$ cat config.mk
export PLATFORM = sky130hd
export DESIGN_NAME = dmem_initiator_flat
export DESIGN_NICKNAME = d
export VERILOG_FILES = /design/src/rtl/dmem_initiator_if.sv /design/src/rtl/dmem_initiator.sv /design/src/flat_wrapper.sv
export SDC_FILE = /design/constraint.sdc
export NUM_CORES = 1
export LEC_CHECK = 0
export BUFFER_PORTS_ARGS = -buffer_cell sky130_fd_sc_hd__buf_2
export CORE_MARGIN = 3
export CORE_UTILIZATION = 50
export CTS_CLUSTER_SIZE = 40
export DETAILED_ROUTE_END_ITERATION = 6
export PLACE_DENSITY = 0.95
export SYNTH_ARGS = -nofsm -noshare
export SYNTH_HDL_FRONTEND = slang
export SYNTH_SLANG_ARGS = --single-unit
$ cat constraint.sdc
create_clock -name clk -period 2.5 [get_ports clk]
set_input_delay 0.125 -clock clk [delete_from_list [all_inputs] [get_ports clk]]
set_output_delay 0.125 -clock clk [all_outputs]
set_load 0.03 [all_outputs]
$ cat src/rtl/dmem_initiator_if.sv
// Bundles the core request/response handshake and the Data_Memory access port
// of the dmem_initiator. The initiator connects to the slave modport.
interface dmem_initiator_if #(
    parameter int ADDR_W = 9,
    parameter int DATA_W = 32
);
    // Core request/response side
    logic              req_valid;
    logic              req_ready;
    logic              req_we;
    logic [2:0]        req_funct3;
    logic [ADDR_W-1:0] req_addr;
    logic [DATA_W-1:0] req_wdata;
    logic              resp_valid;
    logic              resp_ready;
    logic [DATA_W-1:0] resp_rdata;
    logic              resp_err;

    // Data_Memory side
    logic              mem_rd;
    logic              mem_wr;
    logic [ADDR_W-1:0] addr;
    logic [2:0]        load_type;
    logic [2:0]        store_type;
    logic [DATA_W-1:0] wd;
    logic [DATA_W-1:0] rd;

    modport slave (
        input  req_valid, req_we, req_funct3, req_addr, req_wdata, resp_ready, rd,
        output req_ready, resp_valid, resp_rdata, resp_err,
               mem_rd, mem_wr, addr, load_type, store_type, wd
    );

    modport master (
        output req_valid, req_we, req_funct3, req_addr, req_wdata, resp_ready, rd,
        input  req_ready, resp_valid, resp_rdata, resp_err,
               mem_rd, mem_wr, addr, load_type, store_type, wd
    );
endinterface

$ cat src/rtl/dmem_initiator.sv
// Single-outstanding load/store controller in front of Data_Memory: legality check,
// one access cycle, response handshake. Optional alignment check: DMEM_ALIGN_CHECK_EN.
module dmem_initiator #(
    parameter int ADDR_W = 9,
    parameter int DATA_W = 32
) (
    input  logic           clk,
    input  logic           rst_n,
    dmem_initiator_if.slave bus
);

    typedef enum logic [1:0] {
        IDLE   = 2'd0,
        ACCESS = 2'd1,
        WAIT   = 2'd2,
        RESP   = 2'd3
    } state_e;

    state_e            state_q;
    logic              mem_rd_q;
    logic              mem_wr_q;
    logic [ADDR_W-1:0] addr_q;
    logic [2:0]        load_type_q;
    logic [2:0]        store_type_q;
    logic [DATA_W-1:0] wd_q;
    logic              resp_valid_q;
    logic              resp_err_q;
    logic [DATA_W-1:0] resp_rdata_q;
    logic              req_legal;

    // NOTE: every variable gets a default at the top of always_comb so no path
    // leaves it unassigned, which would otherwise infer a latch.
    always_comb begin
        req_legal = 1'b0;
        if (bus.req_we) begin
            req_legal = bus.req_funct3 inside {3'b000, 3'b001, 3'b010};
        end else begin
            req_legal = bus.req_funct3 inside {3'b000, 3'b001, 3'b010, 3'b100, 3'b101};
        end
`ifdef DMEM_ALIGN_CHECK_EN
        if (bus.req_funct3[1:0] == 2'b01 && bus.req_addr[0]) begin
            req_legal = 1'b0;
        end
        if (bus.req_funct3[1:0] == 2'b10 && bus.req_addr[1:0] != 2'b00) begin
            req_legal = 1'b0;
        end
`endif
    end

    // Decoded from state only; gated by rst_n so it reads 0 while reset is held.
    assign bus.req_ready  = rst_n && (state_q == IDLE);
    assign bus.mem_rd     = mem_rd_q;
    assign bus.mem_wr     = mem_wr_q;
    assign bus.addr       = addr_q;
    assign bus.load_type  = load_type_q;
    assign bus.store_type = store_type_q;
    assign bus.wd         = wd_q;
    assign bus.resp_valid = resp_valid_q;
    assign bus.resp_err   = resp_err_q;
    assign bus.resp_rdata = resp_rdata_q;

    // NOTE: sequential state uses non-blocking assignments so every register
    // samples pre-edge values, independent of statement order.
    always_ff @(posedge clk or negedge rst_n) begin
        // NOTE: reset clears all state asynchronously, including an in-flight
        // mem_wr, so a store still in ACCESS never reaches memory.
        if (!rst_n) begin
            state_q      <= IDLE;
            mem_rd_q     <= 1'b0;
            mem_wr_q     <= 1'b0;
            addr_q       <= '0;
            load_type_q  <= '0;
            store_type_q <= '0;
            wd_q         <= '0;
            resp_valid_q <= 1'b0;
            resp_err_q   <= 1'b0;
            resp_rdata_q <= '0;
        end else begin
            unique case (state_q)
                IDLE: begin
                    if (bus.req_valid) begin
                        if (req_legal) begin
                            addr_q <= bus.req_addr;
                            wd_q   <= bus.req_wdata;
                            if (bus.req_we) begin
                                store_type_q <= bus.req_funct3;
                                mem_wr_q     <= 1'b1;
                            end else begin
                                load_type_q <= bus.req_funct3;
                                mem_rd_q    <= 1'b1;
                            end
                            state_q <= ACCESS;
                        end else begin
                            // Rejected requests never touch the memory port.
                            resp_err_q   <= 1'b1;
                            resp_valid_q <= 1'b1;
                            state_q      <= RESP;
                        end
                    end
                end
                ACCESS: begin
                    mem_rd_q <= 1'b0;
                    mem_wr_q <= 1'b0;
                    if (mem_wr_q) begin
                        resp_valid_q <= 1'b1;
                        state_q      <= RESP;
                    end else begin
                        state_q <= WAIT;
                    end
                end
                WAIT: begin
                    resp_rdata_q <= bus.rd;
                    resp_valid_q <= 1'b1;
                    state_q      <= RESP;
                end
                RESP: begin
                    if (bus.resp_ready) begin
                        resp_valid_q <= 1'b0;
                        resp_err_q   <= 1'b0;
                        resp_rdata_q <= '0;
                        state_q      <= IDLE;
                    end
                end
                default: state_q <= IDLE;
            endcase
        end
    end

endmodule
$ cat src/flat_wrapper.sv
// flat-port wrapper written by rule: the top's interface ports become plain ports
module dmem_initiator_flat 
#(
    parameter int ADDR_W = 9,
    parameter int DATA_W = 32
)
  (clk, rst_n, bus_req_valid, bus_req_we, bus_req_funct3, bus_req_addr, bus_req_wdata, bus_resp_ready, bus_rd, bus_req_ready, bus_resp_valid, bus_resp_rdata, bus_resp_err, bus_mem_rd, bus_mem_wr, bus_addr, bus_load_type, bus_store_type, bus_wd);
  dmem_initiator_if #(.ADDR_W(ADDR_W), .DATA_W(DATA_W)) bus_i ();
  input  logic clk;
  input  logic rst_n;
  input wire logic [$bits(bus_i.req_valid)-1:0] bus_req_valid;
  input wire logic [$bits(bus_i.req_we)-1:0] bus_req_we;
  input wire logic [$bits(bus_i.req_funct3)-1:0] bus_req_funct3;
  input wire logic [$bits(bus_i.req_addr)-1:0] bus_req_addr;
  input wire logic [$bits(bus_i.req_wdata)-1:0] bus_req_wdata;
  input wire logic [$bits(bus_i.resp_ready)-1:0] bus_resp_ready;
  input wire logic [$bits(bus_i.rd)-1:0] bus_rd;
  output wire logic [$bits(bus_i.req_ready)-1:0] bus_req_ready;
  output wire logic [$bits(bus_i.resp_valid)-1:0] bus_resp_valid;
  output wire logic [$bits(bus_i.resp_rdata)-1:0] bus_resp_rdata;
  output wire logic [$bits(bus_i.resp_err)-1:0] bus_resp_err;
  output wire logic [$bits(bus_i.mem_rd)-1:0] bus_mem_rd;
  output wire logic [$bits(bus_i.mem_wr)-1:0] bus_mem_wr;
  output wire logic [$bits(bus_i.addr)-1:0] bus_addr;
  output wire logic [$bits(bus_i.load_type)-1:0] bus_load_type;
  output wire logic [$bits(bus_i.store_type)-1:0] bus_store_type;
  output wire logic [$bits(bus_i.wd)-1:0] bus_wd;
  assign bus_i.req_valid = bus_req_valid;
  assign bus_i.req_we = bus_req_we;
  assign bus_i.req_funct3 = bus_req_funct3;
  assign bus_i.req_addr = bus_req_addr;
  assign bus_i.req_wdata = bus_req_wdata;
  assign bus_i.resp_ready = bus_resp_ready;
  assign bus_i.rd = bus_rd;
  assign bus_req_ready = bus_i.req_ready;
  assign bus_resp_valid = bus_i.resp_valid;
  assign bus_resp_rdata = bus_i.resp_rdata;
  assign bus_resp_err = bus_i.resp_err;
  assign bus_mem_rd = bus_i.mem_rd;
  assign bus_mem_wr = bus_i.mem_wr;
  assign bus_addr = bus_i.addr;
  assign bus_load_type = bus_i.load_type;
  assign bus_store_type = bus_i.store_type;
  assign bus_wd = bus_i.wd;
  dmem_initiator #(.ADDR_W(ADDR_W), .DATA_W(DATA_W)) u_core (.clk(clk), .rst_n(rst_n), .bus(bus_i));
endmodule
==> impl_metrics.env <==
export IMPL_globalplace_congestion=0.808
export IMPL_fin_total_pwr_mw=7.03
export IMPL_finalCriticalPeriod_ps=2030
export IMPL_synthSimpleGateAreaFrac=0.0302
export IMPL_grt_use_met2=0.393
export IMPL_p_switching_mw=2.98
export IMPL_vias=2560
export IMPL_std_cell_rows=29
export IMPL_io_buffers=164
export IMPL_synth_xor_area_frac=0
export IMPL_end_kind="register"
export IMPL_cap_viol_max_count=0
export IMPL_grt_util_met1=0.263
export IMPL_cts_tree="done"
export IMPL_cts_resized=0
export IMPL_dieArea_um2=8000
export IMPL_die_h_um=89.4
export IMPL_p_seq_frac=0.337
export IMPL_r2r_end="u_core.bus.wd[2]$_DFFE_PN0P_"
export IMPL_grt_max_degree=57
export IMPL_antenna_left=0
export IMPL_via_per_inst=5.22
export IMPL_place_inst=452
export IMPL_synth_area_mux_share=0.201
export IMPL_antenna_found_initial=0
export IMPL_endpoint="u_core.bus.wd[2]$_DFFE_PN0P_"
export IMPL_synth_area_um2=3480
export IMPL_gr_usage_all_layers=0.219
export IMPL_cts_max_path_buffers=2
export IMPL_cts_setup_buffers=0
export IMPL_route_detailed_drc=0
export IMPL_place_worst_setup_slack_ps=478
export IMPL_hpwl_um=6230
export IMPL_grt_util_met3=0.0406
export IMPL_drt_wirelength_per_cell_um=18.1
export IMPL_synth_compound_area_frac=0.114
export IMPL_clock_sinks=85
export IMPL_grt_pass1_vias=2647
export IMPL_wirelength_um=8860
export IMPL_internal_power_mw=4.05
export IMPL_worst_pin_slew_ps=684
export IMPL_whs_ps=16.7
export IMPL_worstPathArrival_ps=2250
export IMPL_power_density_nw_per_um2=1450
export IMPL_reg2reg_depth=5
export IMPL_synth_seq_area_share=0.611
export IMPL_synth_top_area_share=0.611
export IMPL_grt_overflow=0
export IMPL_clock_latency_ps=340
export IMPL_relSlewSlack=0.544
export IMPL_async_reset_ff_frac=1.00
export IMPL_synth_edf_count=0
export IMPL_swShare=0.424
export IMPL_drive_gt1_frac=0.576
export IMPL_syn_to_final_growth_pct=39.2
export IMPL_setup_viol=0
export IMPL_clkPwrFrac=0.161
export IMPL_holdBufCountCts=22
export IMPL_synth_adder_area_share=0.0144
export IMPL_finClkSkew_ps=13.7
export IMPL_finalCritPeriodShare=0.810
export IMPL_peakVddDrop_v=0.000722
export IMPL_pin_count=165
export IMPL_top_usage_layer="met2"
export IMPL_root_buffer="clkbuf_8"
export IMPL_avgSynthCellArea_um2=15.9
export IMPL_finalHoldViolCount=0
export IMPL_die_w_um=89.4
export IMPL_core_um2=6530
export IMPL_finalSetupTns_ps=0
export IMPL_instances_no_fill=490
export IMPL_ys_warn_count=0
export IMPL_nets=494
export IMPL_crit_fanout=25
export IMPL_ys_ff_latch=85
export IMPL_startpoint="u_core.state_q[0]$_DFFE_PN0P_"
export IMPL_synth_flop_cell="dfrtp_1"
export IMPL_drt_pass1_iterations=6
export IMPL_synth_top_family_by_area="multiplexers"
export IMPL_layout_setup_ws_ps=474
export IMPL_initial_core_util=0.533
export IMPL_drt_iter0_markers=94
export IMPL_syn_nets=304
export IMPL_rsz0062_at_grt="no"
export IMPL_hp_class="input port to register"
export IMPL_cts_made_buffers=9
export IMPL_slew_viol_final=0
export IMPL_p_comb_frac=0.501
export IMPL_p_leak_nw=2.67
export IMPL_yosysTopAreaCell="dfrtp_1"
export IMPL_path_class="register to register"
export IMPL_start_kind="register"
export IMPL_r2r_slack_ps=470
export IMPL_htreeDepth=3
export IMPL_r2r_start="u_core.state_q[0]$_DFFE_PN0P_"
export IMPL_nFillCells=436
export IMPL_synth_cell_types=33
export IMPL_diodes=0
export IMPL_synth_area_leaders="dfrtp_1 (61%), mux2_4 (17%), a22o_1 (8.1%), mux2_2 (1.9%), ha_1 (1.4%)"
export IMPL_outcome="complete, no violations"
export IMPL_max_freq_ghz=0.494
export IMPL_cp_required_ps=2720
export IMPL_grt_pass1_wl_um=13300
export IMPL_path_clk_slew_ps=90
export IMPL_synthCells=219
synthesized netlist by cell type (3+ instances only):
master,number
a21oi_1,3
a22o_1,32
buf_2,3
buf_6,4
clkbuf_1,4
dfrtp_1,85
ha_1,4
inv_1,6
mux2_2,6
mux2_4,40
mux2i_1,3
nand2_1,5
placed cells by master (no fill, tap or decap), drive strengths merged:
master / instances
a211o: 1
a21o: 1
a21oi: 5
a22o: 32
a2bb2oi: 1
a31oi: 1
and2: 2
and2b: 1
buf: 168
bufinv: 3
clkbuf: 9
clkinv: 3
dfrtp: 85
dlygate4sd3: 23
ha: 4
inv: 6
mux2: 46
mux2i: 3
nand2: 5
nand3: 2
nand4: 1
nor2: 2
nor2b: 1
nor3: 1
nor3b: 1
nor4b: 1
o21a: 1
o221ai: 1
o22a: 1
o2bb2ai: 2
worst min path at each step:
stage | startpoint | endpoint | slack [ps] | cells past startpoint
2_1_floorplan | rst_n | u_core.bus.addr[0]$_DFFE_PN0P_ | -170 | 0
3_3_place_gp | rst_n | u_core.bus.store_type[1]$_DFFE_PN0P_ | 90 | 1
3_5_place_dp | rst_n | u_core.bus.load_type[1]$_DFFE_PN0P_ | 90 | 1
4_1_cts | bus_req_wdata[11] | u_core.bus.wd[11]$_DFFE_PN0P_ | 0.1 | 2
5_1_grt | bus_req_addr[4] | u_core.bus.addr[4]$_DFFE_PN0P_ | 4 | 2
6_report | bus_req_wdata[25] | u_core.bus.wd[25]$_DFFE_PN0P_ | 20 | 2
registers in the layout, indices dropped and copies added, names as in the netlist:
name and cells:
u_core.bus.resp_rdata 32, u_core.bus.wd 32, u_core.bus.addr 9, u_core.bus.load_type 3, u_core.bus.store_type 3, u_core.state_q 2
u_core.bus.mem_rd 1, u_core.bus.mem_wr 1, u_core.bus.resp_err 1, u_core.bus.resp_valid 1
worst max-delay path: stages, from the launching register on:
cell     delay (ps)
dfrtp_1         440
inv_1           110
ha_1            350
nand3_4         370
buf_12          310
mux2_4          310
routing by layer:
| metal | vias to the layer above | wire length [um] | share of wire |
|---|---|---|---|
| met3 | 16 | 462 | 0.052 |
| met4 | 0 | 154 | 0.017 |
| met1 | 1279 | 3410 | 0.39 |
| met5 | - | 0 | 0 |
| met2 | 91 | 4830 | 0.55 |
| li1 | 1174 | - | - |
power by group through the flow:
stage / registers, mW / clock network, mW / logic (mW)
floorplan: 3.55 / 0 / 1.28
global placement: 2.34 / 0 / 3.41
detailed placement: 2.38 / 0 / 3.51
CTS: 2.36 / 1.17 / 3.55
global route: 2.45 / 1.22 / 3.74
finish: 2.37 / 1.14 / 3.52
logic make-up after synthesis:
kind of cell               Yosys count
AOI/OAI and AO/OA                   46
adders and majority gates            4
buffers and inverters               18
muxes                               49
DFF                                 85
and+or+nand+nor                     17
area by class of cell:
type                            count  area [um^2]  share of cell area
Clock buffer                        9          124              0.0256
Sequential cell                    85         2130               0.439
Inverter                            6         22.5             0.00465
Timing Repair Buffer              191         1110               0.229
Clock inverter                      6          113              0.0232
Multi-Input combinational cell    116         1250               0.259
Tap cell                           77         96.3              0.0199
through the flow:
step	instance area, um^2	util
global placement	4380	0.670
floorplan	3480	-
CTS	4830	0.740
detailed placement	4380	0.670
global route	4840	0.742
finish	4840	0.742
Power figures use the tool's default switching activity.
